--- src/rtl/nerv_dmem_pkg.sv ---
// Shared types and constants for the NERV data-memory bridge.
package nerv_dmem_pkg;

    typedef enum logic [2:0] {
        IDLE,
        REQ,
        WAIT,
        DONE,
        RDATA
    } dmem_state_t;

    localparam logic [3:0] WSTRB_READ = 4'b0000;

endpackage

--- src/rtl/nerv_dmem_bridge_timeout.sv ---
// Request timeout for the dmem bridge: reloads on clear, counts down while enabled,
// and flags expiry on the last permitted cycle. Only instantiated with NERV_DMEM_TIMEOUT_EN.
module nerv_dmem_timeout #(
    parameter int CYCLES = 255
) (
    input  logic i_clock,
    input  logic i_reset,
    input  logic i_clear,
    input  logic i_enable,
    output logic o_expire
);
    localparam int CW = (CYCLES > 2) ? $clog2(CYCLES) : 1;
    localparam logic [CW-1:0] LOAD = CW'(CYCLES - 1);

    logic [CW-1:0] r_count;

    always_ff @(posedge i_clock or posedge i_reset) begin
        if (i_reset) begin
            r_count <= LOAD;
        end else if (i_clear) begin
            r_count <= LOAD;
        end else if (i_enable && (r_count != '0)) begin
            r_count <= r_count - CW'(1);
        end
    end

    // Terminal count reached on the CYCLES-th enabled cycle after a clear.
    assign o_expire = i_enable && (r_count == '0);

endmodule

--- src/rtl/nerv_dmem_bridge.sv ---
// Bridges the NERV single-cycle dmem port onto a valid/ready request + pulsed response bus.
// Optional request timeout with sticky bus_fault is built when NERV_DMEM_TIMEOUT_EN is defined.
//   state | meaning
//   IDLE  | waiting for a core request
//   REQ   | bus_req_valid held until the bus accepts
//   WAIT  | request accepted, waiting for the response pulse
//   DONE  | transaction finished; core retires the re-presented request
//   RDATA | read data presented to the core; new requests ignored
module nerv_dmem_bridge
    import nerv_dmem_pkg::*;
#(
    parameter int TIMEOUT_CYCLES = 255
) (
    input  logic        clock,
    input  logic        reset,
    input  logic        ext_stall,
    output logic        core_stall,
    input  logic        dmem_valid,
    input  logic [31:0] dmem_addr,
    input  logic [3:0]  dmem_wstrb,
    input  logic [31:0] dmem_wdata,
    output logic [31:0] dmem_rdata,
    output logic        bus_req_valid,
    input  logic        bus_req_ready,
    output logic [31:0] bus_req_addr,
    output logic [3:0]  bus_req_wstrb,
    output logic [31:0] bus_req_wdata,
    input  logic        bus_rsp_valid,
    input  logic [31:0] bus_rsp_rdata,
    output logic        bus_fault
);
    dmem_state_t r_state;
    logic        r_req_valid;
    logic [31:0] r_req_addr;
    logic [3:0]  r_req_wstrb;
    logic [31:0] r_req_wdata;
    logic [31:0] r_rdata_q;

    logic w_is_read;
    logic w_start;
    logic w_expire;

    assign w_is_read = (r_req_wstrb == WSTRB_READ);
    assign w_start   = (r_state == IDLE) && dmem_valid;

`ifdef NERV_DMEM_TIMEOUT_EN
    logic w_tmo_en;
    logic r_fault;

    assign w_tmo_en = (r_state == REQ) || (r_state == WAIT);

    nerv_dmem_timeout #(
        .CYCLES (TIMEOUT_CYCLES)
    ) u_timeout (
        .i_clock  (clock),
        .i_reset  (reset),
        .i_clear  (w_start),
        .i_enable (w_tmo_en),
        .o_expire (w_expire)
    );

    always_ff @(posedge clock or posedge reset) begin
        if (reset) begin
            r_fault <= 1'b0;
        end else if (w_expire) begin
            r_fault <= 1'b1;
        end
    end

    assign bus_fault = r_fault;
`else
    assign w_expire  = 1'b0;
    assign bus_fault = 1'b0;
`endif

    always_ff @(posedge clock or posedge reset) begin
        if (reset) begin
            r_state     <= IDLE;
            r_req_valid <= 1'b0;
            r_req_addr  <= '0;
            r_req_wstrb <= '0;
            r_req_wdata <= '0;
            r_rdata_q   <= '0;
        end else begin
            case (r_state)
                IDLE: begin
                    if (dmem_valid) begin
                        r_req_addr  <= dmem_addr;
                        r_req_wstrb <= dmem_wstrb;
                        r_req_wdata <= dmem_wdata;
                        r_req_valid <= 1'b1;
                        r_state     <= REQ;
                    end
                end
                REQ: begin
                    if (w_expire) begin
                        r_req_valid <= 1'b0;
                        r_rdata_q   <= '0;
                        r_state     <= DONE;
                    end else if (bus_req_ready) begin
                        r_req_valid <= 1'b0;
                        if (bus_rsp_valid) begin
                            if (w_is_read) r_rdata_q <= bus_rsp_rdata;
                            r_state <= DONE;
                        end else begin
                            r_state <= WAIT;
                        end
                    end
                end
                WAIT: begin
                    if (w_expire) begin
                        r_rdata_q <= '0;
                        r_state   <= DONE;
                    end else if (bus_rsp_valid) begin
                        if (w_is_read) r_rdata_q <= bus_rsp_rdata;
                        r_state <= DONE;
                    end
                end
                DONE: begin
                    if (!ext_stall) r_state <= w_is_read ? RDATA : IDLE;
                end
                RDATA: begin
                    if (!ext_stall) r_state <= IDLE;
                end
                default: r_state <= IDLE;
            endcase
        end
    end

    // Reset gates the bridge's own stall terms so the core sees only ext_stall.
    assign core_stall = ext_stall |
                        (!reset & (w_start | (r_state == REQ) | (r_state == WAIT)));

    assign dmem_rdata    = r_rdata_q;
    assign bus_req_valid = r_req_valid;
    assign bus_req_addr  = r_req_addr;
    assign bus_req_wstrb = r_req_wstrb;
    assign bus_req_wdata = r_req_wdata;

endmodule

--- config.mk ---
export PLATFORM = sky130hd
export DESIGN_NAME = nerv_dmem_bridge
export DESIGN_NICKNAME = d
export VERILOG_FILES = /design/src/rtl/nerv_dmem_pkg.sv /design/src/rtl/nerv_dmem_bridge_timeout.sv /design/src/rtl/nerv_dmem_bridge.sv
export SDC_FILE = /design/constraint.sdc
export NUM_CORES = 1
export LEC_CHECK = 0
export CORE_UTILIZATION = 44
export CTS_BUF_LIST = sky130_fd_sc_hd__clkbuf_2 sky130_fd_sc_hd__clkbuf_4 sky130_fd_sc_hd__clkbuf_8
export DETAILED_ROUTE_END_ITERATION = 6
export PLACE_DENSITY = 0.88
export SLEW_MARGIN = 20
export SYNTH_ARGS = -nofsm -noshare
export SYNTH_HDL_FRONTEND = slang
export SYNTH_SLANG_ARGS = --single-unit
export TNS_END_PERCENT = 10
--- constraint.sdc ---
create_clock -name clock -period 6.55 [get_ports clock]
set_input_delay 1.31 -clock clock [delete_from_list [all_inputs] [get_ports clock]]
set_output_delay 1.31 -clock clock [all_outputs]
set_load 0.1 [all_outputs]
# Yosys cells after proc, flatten, opt, wreduce, memory -nomap -nowiden
# Index checks and enable logic that the tools add are counted.
[word_totals] memories=0 romBits=0 inputBits=106 regBits=104 mem_bits_rw=0 word_cells=44 output_inout_bits=103 latchBits=0
[op_classes] eq_ne=9 n_lt_le_gt_ge=0 multipliers=0 n_reduce_logical=10 n_bitwise=4 shift=0 n_addsub=0 div=0 n_mux=15
[op_table] operator="32-bit 2-to-1 mux" count=3
[op_table] operator="32-bit one-hot mux with 2 select lines" count=1
[op_table] operator="3-bit 2-to-1 mux" count=6
[op_table] operator="3-bit one-hot mux with 5 select lines" count=1
[op_table] operator="2-bit inequality test, second input constant" count=5
[op_table] operator="3-bit by 2-bit == test with 1-bit output, second input constant" count=2
[op_table] operator="5-bit AND reduction" count=1
[op_table] operator="4-bit zero test" count=1
[op_table] operator="2-bit AND reduction" count=2
[op_table] operator="2-bit nonzero test" count=2
[op_table] operator="3-bit by 1-bit == test with 1-bit output, second input constant" count=1
[op_table] operator="3-bit == test, second input constant" count=1
[op_table] operator="3-bit zero test" count=1
[op_table] operator="1-bit 2-to-1 mux" count=3
[op_table] operator="1-bit bitwise OR" count=3
[op_table] operator="3-bit AND reduction" count=1
[op_table] operator="1-bit one-hot mux with 2 select lines" count=1
[op_table] operator="1-bit bitwise AND" count=1
[op_table] operator="1-bit logical AND" count=1
[op_table] operator="1-bit zero test" count=1

# Logic depth before layout (Yosys ltp)
# Gate-level depths: netlist of the first run.
[depth] word_depth=6 mapped_depth=7 depth_no_buf=4

# Worst setup path before layout of the first run
# OpenSTA, ideal clock, no wires.
[synth_path] kind="input to output" from="in dmem_valid" to="out core_stall" arrival_ns=2.120 setup_slack_ns=3.120 required_ns=5.240 path_buffers=0 path_stages=3 cell_sequence="nor3_1 a2111oi_0 or2_2"
[synth_via] elab_chain_cells=5
[synth_lines] item="start: declaration" line_no="nerv_dmem_bridge.sv:18" text="input logic dmem_valid,"
[synth_lines] item="1-bit logical AND" line_no="nerv_dmem_bridge.sv:44" text="assign w_start = (r_state == IDLE) && dmem_valid;"
[synth_lines] item="1-bit bitwise OR (2 in series)" line_no="nerv_dmem_bridge.sv:132" text="(!reset & (w_start | (r_state == REQ) | (r_state == WAIT)));"
[synth_lines] item="1-bit bitwise AND" line_no="nerv_dmem_bridge.sv:132"
[synth_lines] item="1-bit bitwise OR" line_no="nerv_dmem_bridge.sv:131" text="assign core_stall = ext_stall |"
[synth_lines] item="end: declaration" line_no="nerv_dmem_bridge.sv:17" text="output logic core_stall,"
# Every way passes these cells.

# Worst setup path in the final report of the first run
# Ends and elaborated chain as after synthesis.

==> results of run 1 <==
-- synthesized netlist by cell type --
| library cell | count | share of area (%) |
|---|---|---|
| a2111oi_0 | 1 | 0.22 |
| a21oi_1 | 2 | 0.25 |
| a31oi_1 | 1 | 0.16 |
| and3_1 | 1 | 0.16 |
| buf_2 | 8 | 1.0 |
| buf_4 | 1 | 0.19 |
| buf_6 | 3 | 0.84 |
| clkbuf_1 | 2 | 0.19 |
| clkbuf_2 | 1 | 0.12 |
| conb_1 | 1 | 0.093 |
| dfrtp_1 | 104 | 65 |
| inv_1 | 2 | 0.19 |
| mux2_1 | 1 | 0.28 |
| mux2_2 | 99 | 28 |
| mux2i_1 | 1 | 0.25 |
| nand2_1 | 2 | 0.19 |
| nand2b_1 | 2 | 0.31 |
| nand3_1 | 2 | 0.25 |
| nand4b_1 | 1 | 0.22 |
| nor2_1 | 5 | 0.47 |
| nor2b_1 | 2 | 0.31 |
| nor3_1 | 1 | 0.12 |
| nor4b_4 | 1 | 0.59 |
| o21ai_0 | 4 | 0.50 |
| o41ai_1 | 1 | 0.22 |
| or2_2 | 1 | 0.16 |
| or4_4 | 1 | 0.28 |
-- metrics by stage --
stage	hold WS (ps)	instances
floorplan	539	251
global placement	472	554
detailed placement	493	554
CTS	516	570
global route	518	570
finish	506	570
-- per-layer routing --
| layer | global-route usage [%] | share of wire, % | vias up |
|---|---|---|---|
| li1 | - | - | 1285 |
| met3 | 6.76 | 9.0 | 21 |
| met4 | 9.39 | 2.7 | 0 |
| met5 | 0 | 0 | - |
| met1 | 23.7 | 38 | 1393 |
| met2 | 33.7 | 50 | 147 |
-- flip-flops by register name, summed over array words and instances (netlist names) --
signal / flops
bus_req_valid: 1
r_state: 3
bus_req_wstrb: 4
bus_req_wdata: 32
dmem_rdata: 32
bus_req_addr: 32
-- logic make-up (layout without fill, tap and decap cells) --
logic type,after synthesis,in the layout,synth area share (%)
AO/OA/AOI/OAI,9,9,1.34
other,1,1,0.0933
flip-flops,104,104,64.7
buffers and inverters,17,228,2.52
multiplexers,101,101,28.3
AND/OR/NAND/NOR,19,19,3.05
-- layout make-up --
cell class                      count  share of cell area (%)
Sequential cell                   104                    40.8
Timing Repair Buffer              210                    32.8
Multi-Input combinational cell    130                    20.6
Clock buffer                       11                    2.27
Tap cell                          108                    2.12
Clock inverter                      5                    1.25
Inverter                            2                   0.157
-- cell usage in the layout, fill, tap and decap left out --
master	n
clkdlybuf4s50_1	207
dfrtp_1	104
mux2_2	99
clkbuf_8	10
nor2_1	5
o21ai_0	4
buf_4	3
nor2b_1	2
a21oi_1	2
nand2b_1	2
nand3_1	2
nand2_1	2
bufinv_16	2
clkinvlp_4	2
mux2i_1	1
or4_4	1
nor4b_4	1
inv_1	1
and3_2	1
nor3_1	1
a2111oi_0	1
or2_2	1
inv_4	1
a31oi_1	1
nand4b_1	1
o41ai_1	1
mux2_1	1
conb_1	1
clkinv_2	1
clkbuf_4	1
-- critical path, stage by stage --
cell	delay, ps
clkdlybuf4s50_1	510
nor3_1	80
a2111oi_0	320
or2_2	170
clkdlybuf4s50_1	1120
-- path summary, 6_finish.rpt --
path                                startpoint          endpoint  cells after the start
worst min register to register  dmem_rdata[10]    dmem_rdata[10]                      1
worst max register to register      r_state[1]  bus_req_addr[29]                      4
max in group asynchronous                reset  bus_req_addr[23]                      3
min in group asynchronous                reset    dmem_rdata[11]                      2
worst max-delay path                dmem_valid        core_stall                      5
worst min-delay path            dmem_rdata[10]    dmem_rdata[10]                      1
==> reports/metrics.csv, run 1 <==
stage,metric,value,unit
timing,finalHoldViolCount,0,
cts,clock_latency,360,ps
worst_hold_path,hp-class,register to register,
floorplanning,coreArea,8760,sq um
timing,fin_crit,4820,ps
finish,antennaDiodeCount,0,
critical_path,crit_required,5240,ps
drt,dr_total_vias,2846,
timing,worst_slew_pin_slew,1020,ps
timing,rsz0062_at_grt,false,
critical_path,worstPathArrival,3510,ps
timing,finalCritPeriodShare,73.6,%
finish,drive_above_1_share,26.6,%
cts,ctsHoldBuffers,0,
critical_path,cp_max_fo,3,
global_routing,grt_max_degree,61,
place,hpwl,6950,um
floorplanning,rows,34,
status,status,"complete, no violations",
cts,cts_buffer_depth,2,
place,gp_congestion,0.769,
floorplanning,ios,209,
synth,ys_types,27,
cts,cts_resized,0,
finish,seq_area,2600,sq um
floorplanning,dieArea,9520,sq um
floorplanning,initial_core_util,45.9,%
synth,yosysWarnings,0,
finish,final_util,72.9,%
timing,max-slew-margin-rel,32.0,%
finish,nets,563,
cts,cts_tree,yes,
drt,drtIter0Drc,44,
synth,synth_area,4020,sq um
synth,yosysSeqAreaShare,64.7,%
drt,route.detailed.drc,0,
synth,avgSynthCellArea,16.0,sq um
critical_path,rrSetupSlack,4040,ps
place,post_dp_cell_area,6160,sq um
drt,ant_nets,0,
drt,firstDrtPassIters,4,
cts,clock-root-buffer,clkbuf_8,
finish,multi_input_area,1320,sq um
drt,routedWlPerCell,16.4,um
cts,cts_sinks,104,
synth,ys_ff_latch,104,
finish,fill_cells,594,
global_routing,track_usage,20.3,%
drt,viasPerCell,4.99,
global_routing,grt_pass1_wl,15200,um
critical_path,path_class,input port to primary output,
finish,stdcell_area,6380,sq um
place,io_buffers,207,
floorplanning,die_w,97.6,um
cts,post-cts-setup-buffers,0,
cts,cts.clk_slew.worst_paths,100,ps
timing,skew,7.82,ps
critical_path,cp-start-kind,input port,
drt,wl,9350,um
run,cap_violations,0,
place,dp_slack,1740,ps
cts,htreeDepth,3,
finish,synthToLayoutAreaGrowth,58.8,%
timing,final.setup.worst_slack,1730,ps
floorplanning,die_h,97.6,um
timing,clock.fmax,0.207,GHz
global_routing,antenna_found_initial,0,
global_routing,grt_pass1_vias,3038,
cts,cts_buffers,9,
timing,slew_violations,0,
critical_path,end_kind,primary output,
timing,setup_viol,0,
synth,netlist_instances,251,
timing,tns,0,ps
global_routing,grt.overflow.total,0,
synth,synth_fp_nets,357,
Power of run 1 is not shown: default switching activity piles up to over one toggle a cycle in this logic, so the estimate is an artifact.
==> run 2: changes to the inputs <==
--- a/config.mk
+++ b/config.mk
@@ -5,10 +5,10 @@
 export SDC_FILE = /design/constraint.sdc
 export NUM_CORES = 1
 export LEC_CHECK = 0
-export CORE_UTILIZATION = 44
+export CORE_UTILIZATION = 37
 export CTS_BUF_LIST = sky130_fd_sc_hd__clkbuf_2 sky130_fd_sc_hd__clkbuf_4 sky130_fd_sc_hd__clkbuf_8
 export DETAILED_ROUTE_END_ITERATION = 6
-export PLACE_DENSITY = 0.88
+export PLACE_DENSITY = 0.79
 export SLEW_MARGIN = 20
 export SYNTH_ARGS = -nofsm -noshare
 export SYNTH_HDL_FRONTEND = slang
==> constraint.sdc (replaced) <==
create_clock -name clock -period 4.2 [get_ports clock]
set_input_delay 0.84 -clock clock [delete_from_list [all_inputs] [get_ports clock]]
set_output_delay 0.84 -clock clock [all_outputs]
set_load 0.1 [all_outputs]
==> run 2 against run 1 <==
Sequential share of layout area fell by 0.15 points. Die area rose by 19%. Final cell count up 5.1%. Sequential cell count is the same. Clock-buffer cell count shrank 1. Setup slack worse by 550 ps. Critical path depth stayed put. Core utilization decreased by 11 points. First-iteration DRC count rose by 39%. Register-to-register slack worse by 2000 ps. Hold slack lost 3.7 ps. Clock skew up 6.0 ps.
==> reports/metrics.csv, run 2 (synthesis gave the netlist of run 1 again) <==
stage,metric,value,unit,change
timing,tns,0,ps,unchanged
finish,multi_input_area,1320,sq um,unchanged
place,gp_congestion,0.810,,+5.3%
finish,antennaDiodeCount,0,,unchanged
run,cap_violations,0,,unchanged
cts,cts_resized,0,,unchanged
timing,rsz0062_at_grt,false,,
global_routing,track_usage,17.0,%,-3.3 points
worst_hold_path,hp-class,register to register,,
cts,cts_tree,yes,,
finish,final_common_cell,clkdlybuf4s50_1,,
critical_path,r2r_cells,4,,unchanged
drt,routedWlPerCell,15.8,um,-3.7%
place,post_dp_cell_area,6210,sq um,+0.77%
finish,nets,565,,+0.36%
finish,fill_cells,827,,+39%
critical_path,crit_start,dmem_valid,,
timing,worst_slew_pin_slew,1010,ps,-7.74 ps
critical_path,reg2reg_from,r_state[1],,
timing,finalHoldViolCount,0,,unchanged
global_routing,grt.overflow.total,0,,unchanged
worst_hold_path,holdPathStages,1,,unchanged
global_routing,grt_max_degree,80,,+31%
critical_path,path_class,input port to primary output,,
critical_path,rrSetupSlack,2060,ps,-1980 ps
critical_path,cp-start-kind,input port,,
floorplanning,ios,209,,unchanged
cts,ctsHoldBuffers,0,,unchanged
cts,post-cts-setup-buffers,0,,unchanged
place,io_buffers,207,,unchanged
critical_path,worstPathArrival,2180,ps,-1330 ps
drt,route.detailed.drc,0,,unchanged
critical_path,crit_required,3360,ps,-1880 ps
timing,slew_violations,0,,unchanged
cts,clock-root-buffer,clkbuf_8,,
critical_path,rr_endpoint,bus_req_wdata[2],,
floorplanning,coreArea,10400,sq um,+19%
critical_path,setup.worst_path.end,core_stall,,
timing,fin_crit,3020,ps,
drt,ant_nets,0,,unchanged
global_routing,grt_pass1_vias,3102,,+2.1%
cts,cts_sinks,104,,unchanged
timing,setup_viol,0,,unchanged
floorplanning,rows,37,,+8.8%
cts,cts_buffers,9,,unchanged
timing,finalCritPeriodShare,71.9,%,
floorplanning,dieArea,11300,sq um,+19%
drt,dr_total_vias,2879,,+1.2%
cts,htreeDepth,3,,unchanged
finish,seq_area,2600,sq um,unchanged
timing,clock.fmax,0.331,GHz,
drt,viasPerCell,4.81,,-3.7%
floorplanning,die_h,106,um,+8.9%
finish,stdcell_area,6410,sq um,+0.37%
drt,drtIter0Drc,61,,+39%
finish,drive_above_1_share,27.0,%,+0.37 points
cts,cts_buffer_depth,2,,unchanged
drt,wl,9460,um,+1.2%
timing,max-slew-margin-rel,32.5,%,+0.52 points
finish,fin_cells,599,,+5.1%
critical_path,end_kind,primary output,,
floorplanning,die_w,106,um,+8.9%
global_routing,grt_pass1_wl,15100,um,-0.73%
status,status,"complete, no violations",,
finish,layout_common_cells,"clkdlybuf4s50_1 (206), dfrtp_1 (104), mux2_2 (99)",,
floorplanning,initial_core_util,38.6,%,-7.3 points
cts,cts.clk_slew.worst_paths,100,ps,about the same
global_routing,antenna_found_initial,0,,unchanged
cts,clock_latency,350,ps,about the same
drt,firstDrtPassIters,4,,unchanged
critical_path,cp_max_fo,3,,unchanged
finish,synthToLayoutAreaGrowth,59.4,%,
place,hpwl,7100,um,+2.2%
place,dpl.cell_count,584,,+5.4%
timing,skew,13.8,ps,+6.02 ps
run 2: worst min-delay path by stage:
| stage | start | slack, ps | to |
|---|---|---|---|
| finish | dmem_rdata[10] | 500 | dmem_rdata[10] |
| global placement | dmem_rdata[10] | 470 | dmem_rdata[10] |
| detailed placement | dmem_rdata[10] | 490 | dmem_rdata[10] |
| floorplan | r_state[1] | 540 | r_state[1] |
| global route | dmem_rdata[10] | 520 | dmem_rdata[10] |
| CTS | dmem_rdata[10] | 510 | dmem_rdata[10] |
run 2: layout make-up:
type / instances / share of cell area, %
well taps: 136 / 2.66
inverters: 2 / 0.156
flip-flops and latches: 104 / 40.6
repair buffers: 212 / 32.9
clock buffers: 10 / 2.15
multi-input cells: 130 / 20.6
clock inverters: 5 / 0.996
run 2: critical path, cell delays in order:
cell             delay, ps
clkdlybuf4s50_1        500
nor3_1                  70
a2111oi_0              320
or2_2                  170
buf_4                  280
run 2: routing by layer:
metal,vias to the layer above,GRT usage [%],wire (um)
li1,1295,-,-
met1,1424,19.0,3520
met2,138,30.3,4860
met3,22,5.21,865
met4,0,6.05,224
met5,-,0,0
run 2: stage by stage:
| step | setup slack, ps | util (%) | hold WS [ps] |
|---|---|---|---|
| after floorplan | 628 | - | 539 |
| after global placement | 1220 | 59.6 | 470 |
| after detailed placement | 1200 | 59.6 | 486 |
| after CTS | 1190 | 61.5 | 510 |
| after global routing | 1040 | 61.5 | 518 |
| final | 1180 | 61.5 | 502 |
Power of run 2 is left out for the same reason.
==> run 3: changes to the inputs <==
==> constraint.sdc (replaced) <==
create_clock -name clock -period 2.45 [get_ports clock]
set_input_delay 0.49 -clock clock [delete_from_list [all_inputs] [get_ports clock]]
set_output_delay 0.49 -clock clock [all_outputs]
set_load 0.1 [all_outputs]
==> run 3 against run 2 <==
Hold slack improved by 11 ps. Sequential share of layout area rose by 1.5 points. Largest cell class unchanged. Via count fell by 3.0%. Core utilization fell by 2.1 points. Setup slack got worse by 950 ps. Clock-buffer cell count rose by 1. Global-route usage fell by 0.89 points. Non-clock buffer count fell by 2. Die area did not move. Routed wire length fell by 5.5%.
==> reports/metrics.csv, run 3 (synthesis gave the netlist of run 1 again) <==
stage,metric,value,unit,change
finish,antennaDiodeCount,0,,unchanged
floorplanning,rows,37,,unchanged
critical_path,cp-start-kind,input port,,
critical_path,worst-path-stages,5,,unchanged
timing,slew_violations,0,,unchanged
timing,max-slew-margin-rel,62.5,%,+30 points
finish,nets,563,,-0.35%
cts,cts.clk_slew.worst_paths,90,ps,about the same
critical_path,setup.worst_path.end,core_stall,,
cts,clock_latency,350,ps,about the same
cts,cts_buffer_depth,2,,unchanged
critical_path,path_buf_inv,2,,unchanged
critical_path,r2r_cells,4,,unchanged
timing,worst_slew_pin_slew,562,ps,-447 ps
critical_path,cpPeakStageDelay,500,ps,about the same
drt,firstDrtPassIters,4,,unchanged
timing,tns,0,ps,unchanged
worst_hold_path,hp-class,register to register,,
place,gp_congestion,0.810,,unchanged
place,hpwl,6570,um,-7.5%
critical_path,cp_max_fo,3,,unchanged
cts,cts_resized,0,,unchanged
cts,cts_sinks,104,,unchanged
timing,finalCritPeriodShare,90.7,%,
drt,viasPerCell,4.67,,-2.9%
finish,final_util,59.4,%,-2.1 points
cts,ctsHoldBuffers,0,,unchanged
critical_path,crit_start,dmem_valid,,
worst_hold_path,min_from,dmem_rdata[7],,
global_routing,antenna_found_initial,0,,unchanged
cts,cts_tree,yes,,
critical_path,rr_endpoint,dmem_rdata[31],,
status,status,"complete, no violations",,
place,dp_slack,76.1,ps,-1130 ps
floorplanning,dieArea,11300,sq um,unchanged
finish,drive_above_1_share,48.7,%,+22 points
timing,setup_viol,0,,unchanged
global_routing,grt_max_degree,105,,+31%
critical_path,path_class,input port to primary output,,
drt,ant_nets,0,,unchanged
cts,cts_buffers,9,,unchanged
critical_path,cp_slowest_cell,clkdlybuf4s50_1,,
place,io_buffers,207,,unchanged
floorplanning,ios,209,,unchanged
finish,fill_cells,811,,-1.9%
floorplanning,die_h,106,um,unchanged
timing,rsz0062_at_grt,false,,
global_routing,grt_pass1_wl,14200,um,-5.5%
critical_path,rrSetupSlack,460,ps,-1600 ps
timing,finalHoldViolCount,0,,unchanged
global_routing,grt_pass1_vias,2898,,-6.6%
drt,dr_total_vias,2792,,-3.0%
drt,wl,8950,um,-5.5%
place,dpl.cell_count,582,,-0.34%
timing,fin_crit,2220,ps,
finish,fin_cells,598,,-0.17%
timing,clock.fmax,0.450,GHz,
floorplanning,initial_core_util,38.6,%,unchanged
cts,post-cts-setup-buffers,0,,unchanged
timing,final.setup.worst_slack,228,ps,-954 ps
critical_path,end_kind,primary output,,
global_routing,grt.overflow.total,0,,unchanged
timing,skew,13.2,ps,-0.640 ps
critical_path,worstPathArrival,1730,ps,-450 ps
finish,layout_common_cells,"clkdlybuf4s50_1 (105), dfrtp_1 (104), buf_4 (101)",,
critical_path,reg2reg_from,bus_req_wstrb[0],,
floorplanning,coreArea,10400,sq um,unchanged
drt,route.detailed.drc,0,,unchanged
cts,htreeDepth,3,,unchanged
finish,final_common_cell,clkdlybuf4s50_1,,
cts,clock-root-buffer,clkbuf_8,,
critical_path,cp_top_family,buffers and inverters,,
drt,routedWlPerCell,15.0,um,-5.3%
drt,drtIter0Drc,88,,+44%
critical_path,crit_required,1960,ps,-1400 ps
finish,synthToLayoutAreaGrowth,53.9,%,
critical_path,crit_chain,clkdlybuf4s50_1 > nor3_1 > a2111oi_0 > or2_2 > buf_12,,
global_routing,track_usage,16.1,%,-0.89 points
run,cap_violations,0,,unchanged
floorplanning,die_w,106,um,unchanged
[run 3: routing by layer]
layer	vias up	part of all wire [%]	track usage (%)
met2	133	50	27.0
li1	1283	-	-
met3	11	8.5	4.84
met5	-	0	0
met1	1365	40	19.7
met4	0	1.5	5.46
[run 3: final cells by class]
class / count / area [sq um] / area share, %
well taps: 136 / 170 / 2.75
flip-flops and latches: 104 / 2600 / 42.1
inverters: 2 / 11.3 / 0.182
multi-input cells: 130 / 1320 / 21.3
repair buffers: 210 / 1890 / 30.5
clock buffers: 11 / 139 / 2.24
clock inverters: 5 / 57.6 / 0.930
[run 3: worst min-delay path by stage]
| stage | endpoint | slack [ps] | depth (start not counted) |
|---|---|---|---|
| final | dmem_rdata[7] | 510 | 1 |
| after global routing | dmem_rdata[7] | 520 | 1 |
| after CTS | dmem_rdata[14] | 520 | 1 |
| after detailed placement | bus_req_wdata[18] | 500 | 1 |
| after global placement | dmem_rdata[10] | 480 | 1 |
| after floorplan | r_state[1] | 540 | 3 |
[run 3: stage by stage]
stage	instance area, sq um	hold WS (ps)
after floorplan	4020	539
final	6190	513
after global placement	5990	477
after CTS	6190	518
after detailed placement	5990	497
after global routing	6190	524
Power of run 3 is left out for the same reason.
